File: config.mk
export PLATFORM = sky130hd
export DESIGN_NAME = seg7_word_marquee
export DESIGN_NICKNAME = d
export VERILOG_FILES = /design/src/rtl/seg7_word_marquee.sv
export SDC_FILE = /design/constraint.sdc
export NUM_CORES = 1
export LEC_CHECK = 0
export ABC_AREA = 1
export CAP_MARGIN = 20
export CELL_PAD_IN_SITES_DETAIL_PLACEMENT = 1
export CELL_PAD_IN_SITES_GLOBAL_PLACEMENT = 2
export CORE_MARGIN = 5
export CORE_UTILIZATION = 37
export DETAILED_ROUTE_END_ITERATION = 7
export DONT_BUFFER_PORTS = 1
export PLACE_DENSITY_LB_ADDON = 0.3
export SKIP_LAST_GASP = 1
export SYNTH_ARGS = -nofsm -noshare
export SYNTH_HDL_FRONTEND = slang
export SYNTH_SLANG_ARGS = --single-unit
File: constraint.sdc
create_clock -name clk -period 13.1 [get_ports clk]
set_input_delay 2.62 -clock clk [delete_from_list [all_inputs] [get_ports clk]]
set_output_delay 2.62 -clock clk [all_outputs]
set_load 0.005 [all_outputs]
File: src/rtl/seg7_word_marquee.sv
// Word display driver: latches an object code and shows its word on NUM_DIGITS seven-segment digits (static/scroll/blink).
// Latency: load/mode sampled at edge k, leds/word_len/active reflect it after edge k; wrap is a registered pulse.
// Backpressure: none; load is a strobe that always wins over an animation tick in the same cycle.
// Ports: clk, reset_n (async active-low), code/load/mode (control in), leds (active-low {g..a}, digit 0 = leds[6:0]),
//        word_len (latched word length), wrap (scroll/blink period pulse), active (a load has happened since reset).
module seg7_word_marquee #(
    parameter int NUM_DIGITS = 6,
    parameter int TICK_DIV   = 12500000,
    parameter int CODE_W     = 3
) (
    input  logic                    clk,
    input  logic                    reset_n,
    input  logic [CODE_W-1:0]       code,
    input  logic                    load,
    input  logic [1:0]              mode,
    output logic [7*NUM_DIGITS-1:0] leds,
    output logic [2:0]              word_len,
    output logic                    wrap,
    output logic                    active
);
    localparam int PW = $clog2(TICK_DIV);
    localparam logic [PW-1:0] PRESC_MAX = PW'(TICK_DIV - 1);

    localparam logic [6:0] G_N = 7'b1001000, G_E = 7'b0000110, G_P = 7'b0001100;
    localparam logic [6:0] G_G = 7'b0000010, G_L = 7'b1000111, G_A = 7'b0001000;
    localparam logic [6:0] G_S = 7'b0010010, G_B = 7'b0000011, G_O = 7'b0100011;
    localparam logic [6:0] G_T = 7'b0000111, G_C = 7'b1000110, G_U = 7'b1000001;
    localparam logic [6:0] G_BLANK = 7'b1111111;

    localparam logic [1:0] MODE_SCROLL = 2'b01;
    localparam logic [1:0] MODE_BLINK  = 2'b10;

    logic [CODE_W-1:0] code_q;
    logic [1:0]        mode_q;
    logic [PW-1:0]     presc;
    logic [3:0]        offset;     // scroll period is at most 8 + 6 = 14
    logic              phase;      // 0 = visible, 1 = hidden

    logic [7:0][6:0]   word_arr;   // [0] is the leftmost char
    logic [2:0]        len_raw;
    logic [2:0]        len;
    logic [3:0]        period;
    logic              tick;
    logic              restart;
    logic [31:0]       code_ext;

    assign code_ext = 32'(code_q);

    // Word table lookup; unused and out-of-range codes fall through to blank.
    always_comb begin
        word_arr = {8{G_BLANK}};
        len_raw  = 3'd0;
        case (code_ext)
            32'd0: begin
                word_arr[0] = G_P; word_arr[1] = G_E; word_arr[2] = G_N;
                len_raw = 3'd3;
            end
            32'd1: begin
                word_arr[0] = G_G; word_arr[1] = G_L; word_arr[2] = G_A;
                word_arr[3] = G_S; word_arr[4] = G_S;
                len_raw = 3'd5;
            end
            32'd3: begin
                word_arr[0] = G_B; word_arr[1] = G_O; word_arr[2] = G_T;
                word_arr[3] = G_T; word_arr[4] = G_L; word_arr[5] = G_E;
                len_raw = 3'd6;
            end
            32'd4: begin
                word_arr[0] = G_C; word_arr[1] = G_U; word_arr[2] = G_P;
                len_raw = 3'd3;
            end
            32'd5: begin
                word_arr[0] = G_S; word_arr[1] = G_P; word_arr[2] = G_O;
                word_arr[3] = G_O; word_arr[4] = G_N;
                len_raw = 3'd5;
            end
            32'd6: begin
                word_arr[0] = G_A; word_arr[1] = G_P; word_arr[2] = G_P;
                word_arr[3] = G_L; word_arr[4] = G_E;
                len_raw = 3'd5;
            end
            default: begin
                word_arr = {8{G_BLANK}};
                len_raw  = 3'd0;
            end
        endcase
    end

    // Before the first load the latched code is meaningless, so treat it as a blank word.
    assign len      = active ? len_raw : 3'd0;
    assign word_len = len;
    assign period   = 4'(NUM_DIGITS) + {1'b0, len};
    assign tick     = (presc == PRESC_MAX);
    assign restart  = load | (mode != mode_q);

    always_ff @(posedge clk or negedge reset_n) begin
        if (!reset_n) begin
            code_q <= '0;
            mode_q <= 2'b00;
            presc  <= '0;
            offset <= 4'd0;
            phase  <= 1'b0;
            wrap   <= 1'b0;
            active <= 1'b0;
        end else if (restart) begin
            // Load or mode change restarts the animation and suppresses any tick this cycle.
            presc  <= '0;
            offset <= 4'd0;
            phase  <= 1'b0;
            wrap   <= 1'b0;
            mode_q <= mode;
            if (load) begin
                code_q <= code;
                active <= 1'b1;
            end
        end else begin
            wrap  <= 1'b0;
            presc <= tick ? '0 : presc + 1'b1;
            if (tick) begin
                if (mode_q == MODE_SCROLL) begin
                    if (offset == period - 4'd1) begin
                        offset <= 4'd0;
                        wrap   <= 1'b1;
                    end else begin
                        offset <= offset + 4'd1;
                    end
                end else if (mode_q == MODE_BLINK) begin
                    phase <= ~phase;
                    wrap  <= phase;   // hidden -> visible completes a blink cycle
                end
            end
        end
    end

    // Per-digit image; d is the digit index (0 = rightmost), j = NUM_DIGITS-1-d its position from the left.
    int         idx;
    logic [6:0] seg_stat;
    logic [6:0] seg_scr;
    logic [6:0] seg;

    always_comb begin
        leds     = '1;
        idx      = 0;
        seg_stat = G_BLANK;
        seg_scr  = G_BLANK;
        seg      = G_BLANK;
        for (int d = 0; d < NUM_DIGITS; d++) begin
            seg_stat = G_BLANK;
            if (d < int'(len))
                seg_stat = word_arr[3'(int'(len) - 1 - d)];
            // Stream is NUM_DIGITS blanks then the word; offset < period and j < period, so one subtraction wraps.
            idx = int'(offset) + (NUM_DIGITS - 1 - d);
            if (idx >= int'(period))
                idx = idx - int'(period);
            seg_scr = (idx >= NUM_DIGITS) ? word_arr[3'(idx - NUM_DIGITS)] : G_BLANK;
            case (mode_q)
                MODE_SCROLL: seg = seg_scr;
                MODE_BLINK:  seg = phase ? G_BLANK : seg_stat;
                default:     seg = seg_stat;
            endcase
            leds[7*d +: 7] = seg;
        end
    end
endmodule

==> flow_summary_export.csv <==
group,metric,value,unit
yosys,syn_nets,1367,
placement,post-dp-hpwl,26100,um
run_status,outcome,"finished clean",
cts,cts_buffers,5,
timing,fin_crit_sh,63.9,%
detailed_routing,routed_wl,32800,um
cts,cts_tree,"done",
die,initial_core_util,37.3,%
power,leakagePower,3.69,nW
grt,grt_pass1_wl,50500,um
die,boundaryPins,55,
final_layout,final_cells,1568,
cts,cts.sinks,36,
worst_setup_path,cpPeakStageDelay,0.62,ns
timing,maxSlewHeadroom,32.5,%
timing,drv_slew,0,
detailed_routing,drt_iter0_drc,657,
timing,setup_viol,0,
hold_path,hold_path_class,"reg2reg",
final_layout,final_common_cell,"nand2_1",
final_layout,nNetsFinal,1345,
yosys,yosys_warnings,0,
timing,post-route-min-period,8.37,ns
yosys,synth_area_leaders,"nand2_1 24%, dfrtp_1 13%, o21ai_0 7.5%, inv_1 6.6%, nor2_1 6.5%",
yosys,ys_ff_latch,36,
worst_setup_path,cp_common_cell,"inv_1",
detailed_routing,wl_per_cell,20.9,um
placement,io_buffer_count,0,
yosys,yosys.area.top_type,"nand2_1",
worst_setup_path,end_kind,"primary output",
grt,grt_use_total,29.0,%
yosys,synth_top_area_share,24.2,%
yosys,synthFlopType,"dfrtp_1",
final_layout,seq_area,901,um^2
timing,rsz0062_at_grt,"no",
cts,htreeDepth,2,
yosys,syn_area,7210,um^2
grt,antenna_found_initial,0,
yosys,avgSynthCellArea,5.44,um^2
worst_setup_path,crit_required,10.48,ns
timing,finalSetupTns,0,ns
final_layout,area_delta_synth_final,5.00,%
cts,cts-root-buf,"clkbuf_16",
final_layout,fill_cells,2773,
timing,finalHoldViolations,0,
timing,skew,0.00545,ns
worst_setup_path,crit_chain,"nor2_2, inv_1, a21oi_1, buf_4, inv_1, ha_1, xnor2_1, inv_1, a31oi_2, nand3_1, nand2_1, inv_1, o21ai_0, o21ai_0, nand4_1, nand2_1, nand2_1",
final_layout,final_cell_mix,"465 x nand2_1, 127 x inv_1, 124 x nor2_1",
worst_setup_path,cp_slowest_cell,"o21ai_0",
final_layout,drive_gt1_share,7.98,%
final_layout,antenna_cells,0,
yosys,ys_seq_area_share,12.5,%
timing,worst_pin_slew,1.01,ns
detailed_routing,avgViaCountPerCell,5.74,
grt,grt_pass1_vias,8591,
cts,clk_pin_slew,0.05,ns
detailed_routing,drtAntennaViolNets,0,
cts,cts_setup_buffers,0,
yosys,synth_edf_count,0,
die,die_w,150,um
cts,cts_resized,0,
worst_setup_path,critical_path_class,"reg2out",
worst_setup_path,cp-start-kind,"flip-flop",
worst_setup_path,worstPathArrival,5.75,ns
placement,dp.cells,1559,
detailed_routing,first_pass_iters,5,
yosys,synthCells,1324,
power,power_density,109,nW/um^2
detailed_routing,drt_drc_violations_left,0,
die,die_area,22400,um^2
placement,place_congestion,1.00,
final_layout,multiInputGateArea,5550,um^2
detailed_routing,vias,9003,
cts,clk_latency,0.28,ns
grt,overflow,0,
timing,fmax,0.119,GHz
die,core-area,19300,um^2
die,rows,51,
cts,clock_path_buffers,2,
worst_setup_path,path_max_fanout,22,
cts,hold_buffers,0,
yosys,async_reset_ff_share,100,%
flow_run,drv_cap,0,
die,die-height,150,um
yosys,synth.distinct_cells,51,
power,ir_worst_vdd,0.0000729,V
grt,grt_max_degree,42,
power breakdown:
group / leakage, nW / switching (mW) / internal (mW)
Combinational: 3.12 / 0.420 / 0.152
Clock: 0.0808 / 0.0466 / 0.0895
Sequential: 0.487 / 0.00288 / 0.113
Total: 3.69 / 0.470 / 0.355
cell usage after synthesis, types with 9 or more instances:
cell type / instances
inv_2: 15
dfrtp_1: 36
nor2_1: 125
nor3_1: 16
o21ai_1: 15
ha_1: 30
nand3_1: 92
nand2_1: 465
o21ai_0: 108
clkbuf_1: 18
o211ai_1: 16
buf_2: 12
nand2_2: 27
inv_1: 127
nand4_1: 32
xor2_1: 9
a21oi_1: 75
nor2_2: 10
per-stage QoR:
stage          utilization (%)  area [um^2]  setup slack, ns  power [mW]  hold slack, ns
3_3_place_gp              38.3         7400             5.44       0.673           0.450
4_1_cts                   39.1         7560             4.86       0.817           0.477
3_5_place_dp              38.3         7400             5.19       0.677           0.470
5_1_grt                   39.1         7570             4.39       0.890           0.505
2_1_floorplan                -         7210             6.26       0.522           0.433
6_report                  39.1         7570             4.73       0.824           0.473
cell families after synthesis:
group	after synthesis	synth area share [%]
and+or+nand+nor	799	48.4
AOI/OAI and AO/OA	255	20.1
buffers and inverters	185	10.6
DFF	36	12.5
adders and majority gates	35	6.60
xor gates and xnor gates	14	1.81
layout make-up:
class / instances / area share (%)
Timing Repair Buffer: 10 / 0.959
Tap cell: 265 / 4.38
Sequential cell: 36 / 11.9
Inverter: 146 / 7.28
Clock buffer: 6 / 1.70
Multi-Input combinational cell: 1103 / 73.3
Clock inverter: 2 / 0.463
state kept, by name, indices dropped and copies added (netlist names):
register,flops
presc,24
wrap,1
phase,1
offset,4
mode_q,2
code_q,3
active,1
layer usage:
metal  routed length [um]  part of all wire (%)  vias to the layer above  GRT usage (%)
met4                  783                   2.4                        0           6.54
met5                    0                     0                        -              0
met3                 2580                   7.9                       52           5.42
met1                15100                    46                     4325           41.6
met2                14400                    44                      330           45.2
li1                     -                     -                     4296              -
worst max-delay path: cells and delay by family (launching register included):
kind,cells,cell delay [ns]
xor+xnor,1,0.37
compound gates,4,1.20
simple gates,6,1.50
flops,1,0.56
fa+ha+maj,1,0.46
buf+inv,5,1.35
worst paths after layout:
kind,startpoint,endpoint,slack [ns],cells past startpoint
max,code_q[2]$_DFFE_PN0P_,leds[38],4.73,17
min,presc[0]$_DFF_PN0_,presc[0]$_DFF_PN0_,0.47,1
max reg2reg,code_q[2]$_DFFE_PN0P_,offset[2]$_DFFE_PN0P_,8.64,12
min reg2reg,presc[0]$_DFF_PN0_,presc[0]$_DFF_PN0_,0.47,1
max in group asynchronous,reset_n,offset[1]$_DFFE_PN0P_,10.99,0
min in group asynchronous,reset_n,presc[20]$_DFF_PN0_,2.03,0
Power figures use the tool's default switching activity.
